## src/rtl/cpu6_mux_port_if.sv

```systemverilog
// CPU6 external-bus view of a memory-mapped peripheral: address/data/strobes in, decode and read data out.
// Latency: none of its own; it only bundles wires.
// Backpressure: none; the CPU bus never stalls, so the peripheral must absorb or drop each access.
interface cpu6_mux_port_if;
  logic [15:0] address;
  logic [7:0]  write_data;
  logic        write_en;
  logic        read_strobe;
  logic        sel;
  logic [7:0]  read_data;

  modport master (
    output address, write_data, write_en, read_strobe,
    input  sel, read_data
  );

  modport slave (
    input  address, write_data, write_en, read_strobe,
    output sel, read_data
  );
endinterface

```

## src/rtl/cpu6_mux_port.sv

```systemverilog
// MUX channel 0 serial port: status/data registers on the CPU6 bus, TX FIFO + 8N1 serialiser, 8N1 RX holding register.
// Latency: write edge N, FIFO pop at N+1, start bit on tx_out from N+2; RX byte delivered mid stop bit.
// Backpressure: none on the bus; a data write to a full FIFO is dropped and flagged in tx_drop.
module cpu6_mux_port #(
  parameter logic [15:0] BASE_ADDR    = 16'hF200,
  parameter int          CLKS_PER_BIT = 16,
  parameter int          TX_DEPTH     = 4
) (
  input  logic            clock,
  input  logic            reset,
  cpu6_mux_port_if.slave  bus,
  input  logic            rx_in,
  output logic            tx_out,
  output logic            irq
);
  localparam int PW = $clog2(TX_DEPTH);
  localparam int CW = $clog2(CLKS_PER_BIT);
  localparam logic [1:0] S_IDLE  = 2'd0;
  localparam logic [1:0] S_START = 2'd1;
  localparam logic [1:0] S_DATA  = 2'd2;
  localparam logic [1:0] S_STOP  = 2'd3;
  localparam logic [CW-1:0] BIT_LAST  = CW'(CLKS_PER_BIT - 1);
  localparam logic [CW-1:0] HALF_LAST = CW'(CLKS_PER_BIT / 2 - 1);
  localparam logic [PW:0]   FULL_CNT  = (PW + 1)'(TX_DEPTH);

  // Address decode and bus strobes
  logic is_stat, is_data, push_req, stat_wr, rd_clr;
  assign is_stat  = (bus.address == BASE_ADDR);
  assign is_data  = (bus.address == BASE_ADDR + 16'd1);
  assign push_req = bus.write_en & is_data;
  assign stat_wr  = bus.write_en & is_stat;
  assign rd_clr   = bus.read_strobe & is_data;
  assign bus.sel  = is_stat | is_data;

  // TX FIFO bookkeeping
  logic [7:0]    fifo_mem [TX_DEPTH];
  logic [PW-1:0] wr_ptr, rd_ptr;
  logic [PW:0]   fifo_cnt;
  logic          fifo_full, fifo_empty, push, pop;
  assign fifo_full  = (fifo_cnt == FULL_CNT);
  assign fifo_empty = (fifo_cnt == '0);
  assign push       = push_req & ~fifo_full;

  // TX serialiser state
  logic [1:0]    tx_state;
  logic [CW-1:0] tx_cnt;
  logic [2:0]    tx_bit;
  logic [7:0]    tx_shift;
  logic          tx_bit_end, tx_idle;
  assign tx_bit_end = (tx_cnt == BIT_LAST);
  // Pop either from idle or straight out of a finishing stop bit so queued frames abut.
  assign pop     = ~fifo_empty & ((tx_state == S_IDLE) | ((tx_state == S_STOP) & tx_bit_end));
  assign tx_idle = fifo_empty & (tx_state == S_IDLE);

  // FIFO storage; contents need no reset since the count gates every read
  always_ff @(posedge clock) begin
    if (push) fifo_mem[wr_ptr] <= bus.write_data;
  end

  // FIFO pointers and occupancy; simultaneous push and pop leave the count unchanged
  always_ff @(posedge clock) begin
    if (!reset) begin
      wr_ptr   <= '0;
      rd_ptr   <= '0;
      fifo_cnt <= '0;
    end else begin
      if (push) wr_ptr <= wr_ptr + PW'(1);
      if (pop)  rd_ptr <= rd_ptr + PW'(1);
      case ({push, pop})
        2'b10:   fifo_cnt <= fifo_cnt + (PW + 1)'(1);
        2'b01:   fifo_cnt <= fifo_cnt - (PW + 1)'(1);
        default: fifo_cnt <= fifo_cnt;
      endcase
    end
  end

  // TX frame sequencing: start, eight data bits LSB first, stop
  always_ff @(posedge clock) begin
    if (!reset) begin
      tx_state <= S_IDLE;
      tx_cnt   <= '0;
      tx_bit   <= '0;
      tx_shift <= '0;
    end else begin
      case (tx_state)
        S_IDLE: begin
          tx_cnt <= '0;
          if (pop) begin
            tx_state <= S_START;
            tx_shift <= fifo_mem[rd_ptr];
          end
        end
        S_START: begin
          tx_cnt <= tx_bit_end ? '0 : tx_cnt + CW'(1);
          if (tx_bit_end) begin
            tx_state <= S_DATA;
            tx_bit   <= '0;
          end
        end
        S_DATA: begin
          tx_cnt <= tx_bit_end ? '0 : tx_cnt + CW'(1);
          if (tx_bit_end) begin
            tx_shift <= {1'b0, tx_shift[7:1]};
            tx_bit   <= tx_bit + 3'd1;
            if (tx_bit == 3'd7) tx_state <= S_STOP;
          end
        end
        default: begin
          tx_cnt <= tx_bit_end ? '0 : tx_cnt + CW'(1);
          if (tx_bit_end) begin
            if (pop) begin
              tx_state <= S_START;
              tx_shift <= fifo_mem[rd_ptr];
            end else begin
              tx_state <= S_IDLE;
            end
          end
        end
      endcase
    end
  end

  // Line driver registered one cycle behind the state, so the start bit appears the edge after the pop
  always_ff @(posedge clock) begin
    if (!reset) tx_out <= 1'b1;
    else begin
      case (tx_state)
        S_START: tx_out <= 1'b0;
        S_DATA:  tx_out <= tx_shift[0];
        default: tx_out <= 1'b1;
      endcase
    end
  end

  // Two-flop synchroniser for the asynchronous serial input
  logic rx_meta, rx_sync;
  always_ff @(posedge clock) begin
    if (!reset) begin
      rx_meta <= 1'b1;
      rx_sync <= 1'b1;
    end else begin
      rx_meta <= rx_in;
      rx_sync <= rx_meta;
    end
  end

  // RX deserialiser state
  logic [1:0]    rx_state;
  logic [CW-1:0] rx_cnt;
  logic [2:0]    rx_bit;
  logic [7:0]    rx_shift;
  logic          rx_bit_end, rx_deliver;
  assign rx_bit_end = (rx_cnt == BIT_LAST);
  assign rx_deliver = (rx_state == S_STOP) & rx_bit_end;

  // RX frame sequencing: half-bit start check rejects glitches, then whole-bit steps to each bit centre
  always_ff @(posedge clock) begin
    if (!reset) begin
      rx_state <= S_IDLE;
      rx_cnt   <= '0;
      rx_bit   <= '0;
      rx_shift <= '0;
    end else begin
      case (rx_state)
        S_IDLE: begin
          rx_cnt <= '0;
          if (!rx_sync) rx_state <= S_START;
        end
        S_START: begin
          if (rx_cnt == HALF_LAST) begin
            rx_cnt   <= '0;
            rx_bit   <= '0;
            rx_state <= rx_sync ? S_IDLE : S_DATA;
          end else begin
            rx_cnt <= rx_cnt + CW'(1);
          end
        end
        S_DATA: begin
          rx_cnt <= rx_bit_end ? '0 : rx_cnt + CW'(1);
          if (rx_bit_end) begin
            rx_shift <= {rx_sync, rx_shift[7:1]};
            rx_bit   <= rx_bit + 3'd1;
            if (rx_bit == 3'd7) rx_state <= S_STOP;
          end
        end
        default: begin
          rx_cnt <= rx_bit_end ? '0 : rx_cnt + CW'(1);
          if (rx_bit_end) rx_state <= S_IDLE;
        end
      endcase
    end
  end

  // Status flags, holding register and interrupt; a delivery outranks a same-cycle data read
  logic       rx_ready, overrun, framing, tx_drop, rx_ie;
  logic [7:0] rx_hold;
  logic       rx_ready_nxt, rx_ie_nxt;
  assign rx_ready_nxt = rx_deliver | (rx_ready & ~rd_clr);
  assign rx_ie_nxt    = stat_wr ? bus.write_data[0] : rx_ie;

  always_ff @(posedge clock) begin
    if (!reset) begin
      rx_ready <= 1'b0;
      overrun  <= 1'b0;
      framing  <= 1'b0;
      tx_drop  <= 1'b0;
      rx_ie    <= 1'b0;
      irq      <= 1'b0;
      rx_hold  <= '0;
    end else begin
      rx_ready <= rx_ready_nxt;
      rx_ie    <= rx_ie_nxt;
      irq      <= rx_ready_nxt & rx_ie_nxt;
      if (rx_deliver) begin
        rx_hold <= rx_shift;
        overrun <= (overrun | rx_ready) & ~rd_clr;
        framing <= ~rx_sync | (framing & ~rd_clr);
      end else if (rd_clr) begin
        overrun <= 1'b0;
        framing <= 1'b0;
      end
      if (push_req & fifo_full)           tx_drop <= 1'b1;
      else if (stat_wr & bus.write_data[4]) tx_drop <= 1'b0;
    end
  end

  // Read mux; status reads are side-effect free
  always_comb begin
    bus.read_data = 8'h00;
    if (is_stat)
      bus.read_data = {tx_idle, 2'b00, tx_drop, framing, overrun, ~fifo_full, rx_ready};
    else if (is_data)
      bus.read_data = rx_hold;
  end
endmodule
```

## src/flat_wrapper.sv

```systemverilog
// flat-port wrapper written by rule: the top's interface ports become plain ports
module cpu6_mux_port_flat 
#(
  parameter logic [15:0] BASE_ADDR    = 16'hF200,
  parameter int          CLKS_PER_BIT = 16,
  parameter int          TX_DEPTH     = 4
)
  (clock, reset, rx_in, tx_out, irq, bus_address, bus_write_data, bus_write_en, bus_read_strobe, bus_sel, bus_read_data);
  cpu6_mux_port_if bus_i ();
  input  logic clock;
  input  logic reset;
  input  logic rx_in;
  output logic tx_out;
  output logic irq;
  input wire logic [$bits(bus_i.address)-1:0] bus_address;
  input wire logic [$bits(bus_i.write_data)-1:0] bus_write_data;
  input wire logic [$bits(bus_i.write_en)-1:0] bus_write_en;
  input wire logic [$bits(bus_i.read_strobe)-1:0] bus_read_strobe;
  output wire logic [$bits(bus_i.sel)-1:0] bus_sel;
  output wire logic [$bits(bus_i.read_data)-1:0] bus_read_data;
  assign bus_i.address = bus_address;
  assign bus_i.write_data = bus_write_data;
  assign bus_i.write_en = bus_write_en;
  assign bus_i.read_strobe = bus_read_strobe;
  assign bus_sel = bus_i.sel;
  assign bus_read_data = bus_i.read_data;
  cpu6_mux_port #(.BASE_ADDR(BASE_ADDR), .CLKS_PER_BIT(CLKS_PER_BIT), .TX_DEPTH(TX_DEPTH)) u_core (.clock(clock), .reset(reset), .bus(bus_i), .rx_in(rx_in), .tx_out(tx_out), .irq(irq));
endmodule
```

## config.mk

```make
export PLATFORM = sky130hd
export DESIGN_NAME = cpu6_mux_port_flat
export DESIGN_NICKNAME = d
export VERILOG_FILES = /design/src/rtl/cpu6_mux_port_if.sv /design/src/rtl/cpu6_mux_port.sv /design/src/flat_wrapper.sv
export SDC_FILE = /design/constraint.sdc
export NUM_CORES = 1
export LEC_CHECK = 0
export ABC_AREA = 0
export BUFFER_PORTS_ARGS = -buffer_cell sky130_fd_sc_hd__buf_2
export CORE_ASPECT_RATIO = 1.1
export CORE_MARGIN = 5
export CORE_UTILIZATION = 45
export CTS_CLUSTER_DIAMETER = 40
export DETAILED_ROUTE_END_ITERATION = 10
export PLACE_DENSITY = 0.67
export SLEW_MARGIN = 20
export SYNTH_ARGS = -nofsm -noshare
export SYNTH_HDL_FRONTEND = slang
export SYNTH_SLANG_ARGS = --single-unit
export TNS_END_PERCENT = 50
```

## constraint.sdc

```tcl
create_clock -name clock -period 5.2 [get_ports clock]
set_input_delay 1.04 -clock clock [delete_from_list [all_inputs] [get_ports clock]]
set_output_delay 1.04 -clock clock [all_outputs]
set_load 0.01 [all_outputs]
```

# Word-level counts from Yosys, hierarchy flattened
# Memory sizes are Yosys's and may differ from the RTL's. A register that Yosys moved wholly into a read port is not among the register bits.
# Cells that the tools add are included.
# classes
n_addsub	8
n_eq_ne	24
mux	41
bitwise_logic	25
n_reduce_logical	17
# op_table
operator	count
8-bit two-way mux	5
16-bit equality test (second input constant)	2
2-bit two-way mux	13
8-bit case mux with 3 select lines	1
3-bit case mux with 2 select lines	3
1-bit AND	14
2-bit by 1-bit != test with 1-bit output (second input constant)	7
3-bit two-way mux	4
2-bit case mux with 3 select lines	2
2-bit nonzero test	6
2-bit equality test (second input constant)	5
5-bit AND reduction	2
3-bit by 1-bit adder with 3-bit output (second input constant)	3
3-bit equality test (second input constant)	3
1-bit two-way mux	9
3-bit AND reduction	3
4-bit by 1-bit adder with 4-bit output (second input constant)	2
4-bit equality test (second input constant)	2
4-bit two-way mux	2
4-bit case mux with 2 select lines	1
2-bit by 1-bit equality test with 1-bit output (second input constant)	3
1-bit NOT	6
1-bit bitwise OR	5
2-bit by 1-bit adder with 2-bit output (second input constant)	2
9 further kinds	10
# totals
reg_bits	58
mem_bits_rw	32
input_bits	29
out_inout_bits	11
wordCells	137
n_memories	1
# mem_list
name	depth	word_bits	read_ports	rd_ports_with_merged_regs	wr	line_no	source
u_core.fifo_mem	4	8	1	1	1	cpu6_mux_port.sv:36	logic [7:0] fifo_mem [TX_DEPTH];

# Longest topological paths before layout
# Gate-level depths: netlist (run 1).
# depth
word_depth	7
depth_mapped	11
depth_no_buf	10

# Least setup slack after synthesis (run 1)
# No wires, ideal clock.
# synth_timing
path_type	input-to-output
from	in bus_address[1]
to	out bus_read_data[7]
t_arrival_ps	2013
required_time_ps	4160
setup_slack_ps	2147
path_stages	4
path_buffers	1
path_cell_list	nor4b_1 -> nand4_1 -> clkbuf_1 -> a21oi_1
# synth_between
elab_chain_len	3
elab_cells_between_ends	4
cone_classes	eq/ne: 2; mux: 2
# synth_lines
element	line_no	source
from (decl)	flat_wrapper.sv:15	input wire logic [$bits(bus_i.address)-1:0] bus_address;
16-bit equality test	cpu6_mux_port.sv:29	assign is_data = (bus.address == BASE_ADDR + 16'd1);
8-bit two-way mux	cpu6_mux_port.sv:232	else if (is_data)
8-bit two-way mux (*)	cpu6_mux_port.sv:230	if (is_stat)
to (decl)	flat_wrapper.sv:20	output wire logic [$bits(bus_i.read_data)-1:0] bus_read_data;
# Mark *: on every way between the ends. The rest lies on a longest branch, timed or not.

# Worst setup path after layout (run 1)
# layout_timing
from	in bus_address[1]
to	out bus_read_data[6]
# The elaborated chain is that of the path after synthesis.

==> key figures, run 1 <==
Die
  • CORE AREA: 8919 um2
  • I/O pin count: 40
  • Die area: 11160 um2
  • Site Rows: 36
  • Die W: 101.2 um
  • Die Ht: 110.3 um
  • Initial Util: a little under half

Worst setup path
  • Most frequent CP cell: buf_2
  • Worst endpoint data arrival time: 2.74 ns
  • Setup crit end kind: output port
  • Crit path launch type: input port
  • Worst path slowest cell: nand4_1
  • R2r endpoint: u_core.fifo_cnt[2]$_SDFFE_PN0P_
  • WS Path Type: in2out
  • FF-to-FF Start: u_core.fifo_cnt[2]$_SDFFE_PN0P_
  • CP max FO: 14
  • WP data required: 4.16 ns
  • Worst R2R Path Depth: 10
  • Cell Chain, Critical Path: buf_2 > nor4b_1 > nand4_1 > clkinv_1 > and3_1 > buf_2
  • CP max stage delay: 0.53 ns
  • R2R Setup Slk: 2.69 ns

Placement
  • DP HPWL: 5766 um
  • Placer Congestion: approximately 0.75
  • IO buf count: 39

Pwr
  • Clock share of power: 36.0%
  • P_sw: roughly 270 uW
  • Total power: between 1 and 1.5 mW
  • Sequential Power Share: about three fifths
  • Worst vdd ir: 178.3 uV
  • Pwr Density: ~270 nW/um2
  • Int Power: 978.9 uW
  • Comb pwr share: 4.1%
  • Sw Ratio: 21.56%
  • Lkg Pwr: 1.775 nW

STA
  • Final setup vio count: 0
  • Final Hold Vio Count: 0
  • Slew HR: 57.03%
  • Period minus WS final: 3.783 ns
  • Tcrit/Tclk final: 72.74%
  • Highest clock rate: 264.4 MHz
  • Slew @ Worst Pin: 0.6445 ns
  • Skew final: 0.008056 ns
  • RSZ-0062 raised after global routing: false
  • Final TNS setup: 0 ns
  • Pins Over Slew Limit: 0

GRT
  • Gr usage total: ~15%
  • Initial antenna violation count: 0
  • Vias in the first global route: 2964
  • Largest net degree at the start of global routing: 35
  • Grt total ovfl: 0
  • First-pass GRT wire length: 13740 um

Detailed routing
  • DRC viols: 0
  • Routed WL: 8106 um
  • DR iter-0 viols: between 90 and 100
  • Vias/cell: roughly 5.4
  • DRT Pass-1 Iters: 4
  • Routed vias: 2938
  • Routed wire per std cell: around 15 um
  • Post-route ant nets: 0

Worst hold path
  • Worst hold path depth: 1
  • Worst hold-check path type: reg2reg
  • Endpoint, Worst Hold: u_core.rx_sync$_SDFF_PN1_
  • HP Start: u_core.rx_meta$_SDFF_PN1_

Layout
  • Fillers: approximately 820
  • Synth-to-Final Area Change: 10.83%
  • Fin nets: 474
  • Multi-input gate area: 1795 um2
  • ANT cells: 0
  • Share of post-route cells with drive strength above 1: 15.58%
  • Most frequent cells in the layout: 61 x nand2_1, 60 x dfxtp_1, 39 x buf_2
  • Commonest non-fill, non-tap cell in the layout: nand2_1
  • Register Area: about 2200 um2

Status
  • Outcome: complete, no violations

Synth
  • Mapped Area: 4114 um2
  • Avg Inst Size Synth: 10.44 um2
  • Sequential fraction of the synthesis area: 52.55%
  • Main synth FF type: dfxtp_1
  • Register bit total from synthesis: 92
  • Syn nets: 443
  • Async SR Flop Fraction: 0%
  • Number of flops mapped to enable cells by yosys: 32
  • Number of distinct library cells after synthesis: 47
  • YS warnings: 0
  • Synth Instances: 394

Clock network
  • CTS tree: done
  • Clock-pin transition on the worst setup and hold timing paths: roughly 0.08 ns
  • H-tree depth: 3
  • Clock sinks: 92
  • CTS Buffer Depth: 2
  • CTS resizes: 0
  • Hold buffers post-CTS: 0
  • Root Driver: clkbuf_8
  • Setup bufs post-CTS: 0
  • Worst skew pair latency: 0.34 ns
  • TritonCTS buffer count: 9

Run
  • Max-Cap Viols: 0
cell usage after synthesis (all sizes together) (7+ instances only):
| master | instances | area [um2] |
|---|---|---|
| nand2 | 61 | 229.0 |
| o21ai | 11 | 55.05 |
| nand3 | 8 | 40.04 |
| ha | 19 | 237.7 |
| o211a | 7 | 70.07 |
| clkbuf | 12 | 46.29 |
| o2111ai | 8 | 70.07 |
| inv | 17 | 63.81 |
| dfxtp | 60 | 1201 |
| nor2 | 27 | 101.4 |
| buf | 8 | 42.54 |
| mux2i | 7 | 70.07 |
| a21oi | 33 | 165.2 |
| and3 | 11 | 73.82 |
| edfxtp | 32 | 960.9 |
| nand4 | 8 | 50.05 |
| mux4 | 8 | 180.2 |
power by group through the flow:
stage                     Combinational (mW)  Sequential (mW)  Clock [mW]
after floorplan                       0.0289            0.764           0
after global placement                0.0496            0.764           0
after detailed placement              0.0512            0.764           0
final                                 0.0511            0.748       0.449
after CTS                             0.0515            0.748       0.465
after global routing                  0.0570            0.748       0.499
metal layers:
metal	track usage (%)	wire [um]	vias to the layer above
li1	-	-	1478
met1	18.78	3433	1409
met2	26.78	4326	45
met3	3.461	291	6
met4	5.983	55	0
met5	0	0	-
metrics by stage:
step | instances | util (%) | setup slack (ns) | cell area (um2) | hold WS [ns]
final | 544 | 51.12 | 1.417 | 4559 | 0.4282
after global routing | 544 | 51.12 | 1.219 | 4559 | 0.4788
after CTS | 544 | 51.12 | 1.419 | 4559 | 0.4364
after detailed placement | 528 | 49.00 | 1.432 | 4370 | 0.4039
after global placement | 528 | 49.00 | 1.549 | 4370 | 0.4009
after floorplan | 394 | - | 2.147 | 4114 | 0.3863
registers in the layout, summed over array words and instances, names as in the netlist, 2 cells and up, named ones only:
register and cells:
u_core.rx_bit 3, u_core.rx_state 2, u_core.fifo_mem 32, u_core.wr_ptr 2, u_core.tx_cnt 4, u_core.rx_shift 8
u_core.rx_cnt 4, u_core.tx_bit 3, u_core.rx_hold 8, u_core.fifo_cnt 3, u_core.tx_shift 8, u_core.rd_ptr 2
u_core.tx_state 2
kinds of logic after synthesis:
group,count (synthesis),share of synthesized area (%)
buffers and inverters,38,3.801
DFF,92,52.55
muxes,16,6.356
adders and majority gates,20,6.265
AOI/OAI and AO/OA,76,12.10
xor gates and xnor gates,9,1.916
and+or+nand+nor,143,17.00
worst max path at each step:
stage,startpoint,end,slack [ns],depth (start not counted)
6_report,bus_address[1],bus_read_data[6],1.42,6
5_1_grt,bus_address[1],bus_read_data[6],1.22,6
4_1_cts,bus_address[1],bus_read_data[6],1.42,6
3_5_place_dp,bus_address[1],bus_read_data[6],1.43,6
3_3_place_gp,bus_address[1],bus_read_data[5],1.55,6
2_1_floorplan,bus_address[1],bus_read_data[7],2.15,4
layout make-up:
class | count | share of cell area (%)
inverters | 18 | 1.482
flip-flops and latches | 92 | 47.42
clock buffers | 12 | 3.650
repair buffers | 40 | 4.446
multi-input cells | 264 | 39.38
clock inverters | 4 | 0.4940
well taps | 114 | 3.128
critical path: cells and delay by family:
family / cells / cell delay [ns]
buffers and inverters: 3 / 0.57
and+or+nand+nor: 3 / 1.12
No activity file was read; power rests on OpenSTA's default activity.
==> run 2: changes to the inputs <==
clock period = 3.8 ns   (was 5.2 ns; I/O delays follow)
==> run 2 against run 1 <==
Clock-buffer cell count shrank 1. Largest power group unchanged. Non-clock buffer count is the same. Clock skew grew 0.0070 ns. Utilization shrank 0.056 points. Total power grew 37%. Final cell count is the same. Highest routed layer unchanged. Design area shrank 0.11%. Hold slack gained 0.014 ns.
==> key figures, run 2 (synthesis gave the netlist of run 1 again) <==
Detailed routing
  • DRT Pass-1 Iters: 4 (unchanged)
  • Routed vias: 2946 (was 2938)
  • Routed wire per std cell: 14.67 um (was 14.90 um)
  • Vias/cell: 5.415 (was 5.401)
  • Post-route ant nets: 0 (unchanged)
  • Routed WL: 7982 um (was 8106 um)
  • DRC viols: 0 (unchanged)
  • DR iter-0 viols: 122 (was 98)

Layout
  • Multi-input gate area: 1795 um2 (unchanged)
  • ANT cells: 0 (unchanged)
  • Non-Filler Instances: 544 (unchanged)
  • Fillers: 821 (unchanged)
  • Max reg flops: 32 (unchanged)
  • Register Area: 2162 um2 (unchanged)
  • Final instance area: 4554 um2 (was 4559 um2)
  • Most frequent cells in the layout: 61 x nand2_1, 60 x dfxtp_1, 39 x buf_2 (unchanged)
  • Commonest non-fill, non-tap cell in the layout: nand2_1 (unchanged)
  • Post-layout util: 51.07% (was 51.12%)
  • Fin nets: 474 (unchanged)
  • Synth-to-Final Area Change: 10.71% (was 10.83%)
  • Share of post-route cells with drive strength above 1: 15.81% (was 15.58%)
  • Top reg by flops: u_core.fifo_mem (unchanged)

STA
  • Period minus WS final: 3.145 ns
  • Final TNS setup: 0 ns (unchanged)
  • Tcrit/Tclk final: 82.77%
  • Pins Over Slew Limit: 0 (unchanged)
  • Skew final: 0.01503 ns (was 0.008056 ns)
  • Highest clock rate: between 300 and 400 MHz
  • Final Hold Vio Count: 0 (unchanged)
  • RSZ-0062 raised after global routing: false (unchanged)
  • Slew @ Worst Pin: 0.6504 ns (was 0.6445 ns)
  • Final setup vio count: 0 (unchanged)
  • Slew HR: 56.64% (was 57.03%)

Run
  • Max-Cap Viols: 0 (unchanged)

Die
  • Die area: 11160 um2 (unchanged)
  • Site Rows: 36 (unchanged)
  • Die W: 101.2 um (unchanged)
  • CORE AREA: 8919 um2 (unchanged)
  • Die Ht: 110.3 um (unchanged)
  • I/O pin count: 40 (unchanged)
  • Initial Util: 46.13% (unchanged)

Worst setup path
  • Worst endpoint data arrival time: 2.39 ns (was 2.74 ns)
  • Setup crit end kind: output port (unchanged)
  • WS Path Type: in2out (unchanged)
  • CP max FO: 14 (unchanged)
  • Crit path launch type: input port (unchanged)
  • WP data required: 3.04 ns (was 4.16 ns)

Clock network
  • Clock-pin transition on the worst setup and hold timing paths: 0.08 ns (about the same)
  • Setup bufs post-CTS: 0 (unchanged)
  • Root Driver: clkbuf_8 (unchanged)
  • Hold buffers post-CTS: 0 (unchanged)
  • Worst skew pair latency: 0.35 ns (was 0.34 ns)
  • CTS Buffer Depth: 2 (unchanged)
  • H-tree depth: 3 (unchanged)
  • CTS tree: done (unchanged)
  • TritonCTS buffer count: 9 (unchanged)
  • CTS resizes: 0 (unchanged)
  • Clock sinks: 92 (unchanged)

GRT
  • Largest net degree at the start of global routing: 31 (was 35)
  • Grt total ovfl: 0 (unchanged)
  • Gr usage total: 14.83% (was 15.49%)
  • Vias in the first global route: 2881 (was 2964)
  • Initial antenna violation count: 0 (unchanged)
  • First-pass GRT wire length: 13160 um (was 13740 um)

Placement
  • DP HPWL: 5739 um (was 5766 um)
  • Post-DP Area: 4370 um2 (unchanged)
  • IO buf count: 39 (unchanged)
  • Placer Congestion: 0.7190 (was 0.7521)
  • Cell total after placement: 528 (unchanged)

Pwr
  • Lkg Pwr: 1.772 nW (was 1.775 nW)
  • Worst vdd ir: 188.3 uV (was 178.3 uV)
  • Pwr Density: 376.6 nW/um2 (was 273.7 nW/um2)

Status
  • Outcome: complete, no violations (unchanged)

Worst hold path
  • Worst hold-check path type: reg2reg (unchanged)
==> run 2: critical path, stage by stage <==
cell and delay (ns):
buf_2 0.09, nor4b_1 0.36, nand4_1 0.50, clkinv_1 0.35, and3_1 0.19, buf_2 0.12
==> run 2: metal layers <==
layer  track usage (%)  share of wire [%]  vias to the layer above
met5                 0                  0                        -
met4             5.698                1.9                        0
met3             2.203                2.2                       12
met2             26.40                 51                       37
met1             18.06                 45                     1416
li1                  -                  -                     1481
==> run 2: where the power goes <==
group / internal (mW) / leakage, nW / total (mW) / switching (mW)
clock network: 0.279 / 0.0995 / 0.622 / 0.343
registers: 1.02 / 0.771 / 1.02 / 0.00342
logic: 0.0270 / 0.901 / 0.0701 / 0.0431
==> run 2: area by class of cell <==
class,count,share of cell area (%)
timing repair buffer,40,4.451
clock buffer,11,3.352
clock inverter,5,0.6868
tap,114,3.132
inverter,18,1.484
multi-input combinational,264,39.42
sequential,92,47.47
==> run 2: per-stage QoR <==
| stage | setup slack, ns | power (mW) | hold WS, ns |
|---|---|---|---|
| detailed placement | 0.6579 | 1.116 | 0.4052 |
| floorplan | 1.149 | 1.085 | 0.3863 |
| CTS | 0.6408 | 1.730 | 0.4508 |
| global placement | 0.7147 | 1.114 | 0.4017 |
| global route | 0.4695 | 1.771 | 0.4724 |
| finish | 0.6546 | 1.715 | 0.4419 |
==> run 2: worst paths after layout <==
path | startpoint | endpoint | slack [ns] | depth (start not counted)
setup / recovery | bus_address[1] | bus_read_data[6] | 0.65 | 6
hold / removal | u_core.rx_meta$_SDFF_PN1_ | u_core.rx_sync$_SDFF_PN1_ | 0.44 | 1
setup reg to reg | u_core.fifo_cnt[2]$_SDFFE_PN0P_ | u_core.fifo_cnt[2]$_SDFFE_PN0P_ | 1.35 | 10
hold reg to reg | u_core.rx_meta$_SDFF_PN1_ | u_core.rx_sync$_SDFF_PN1_ | 0.44 | 1
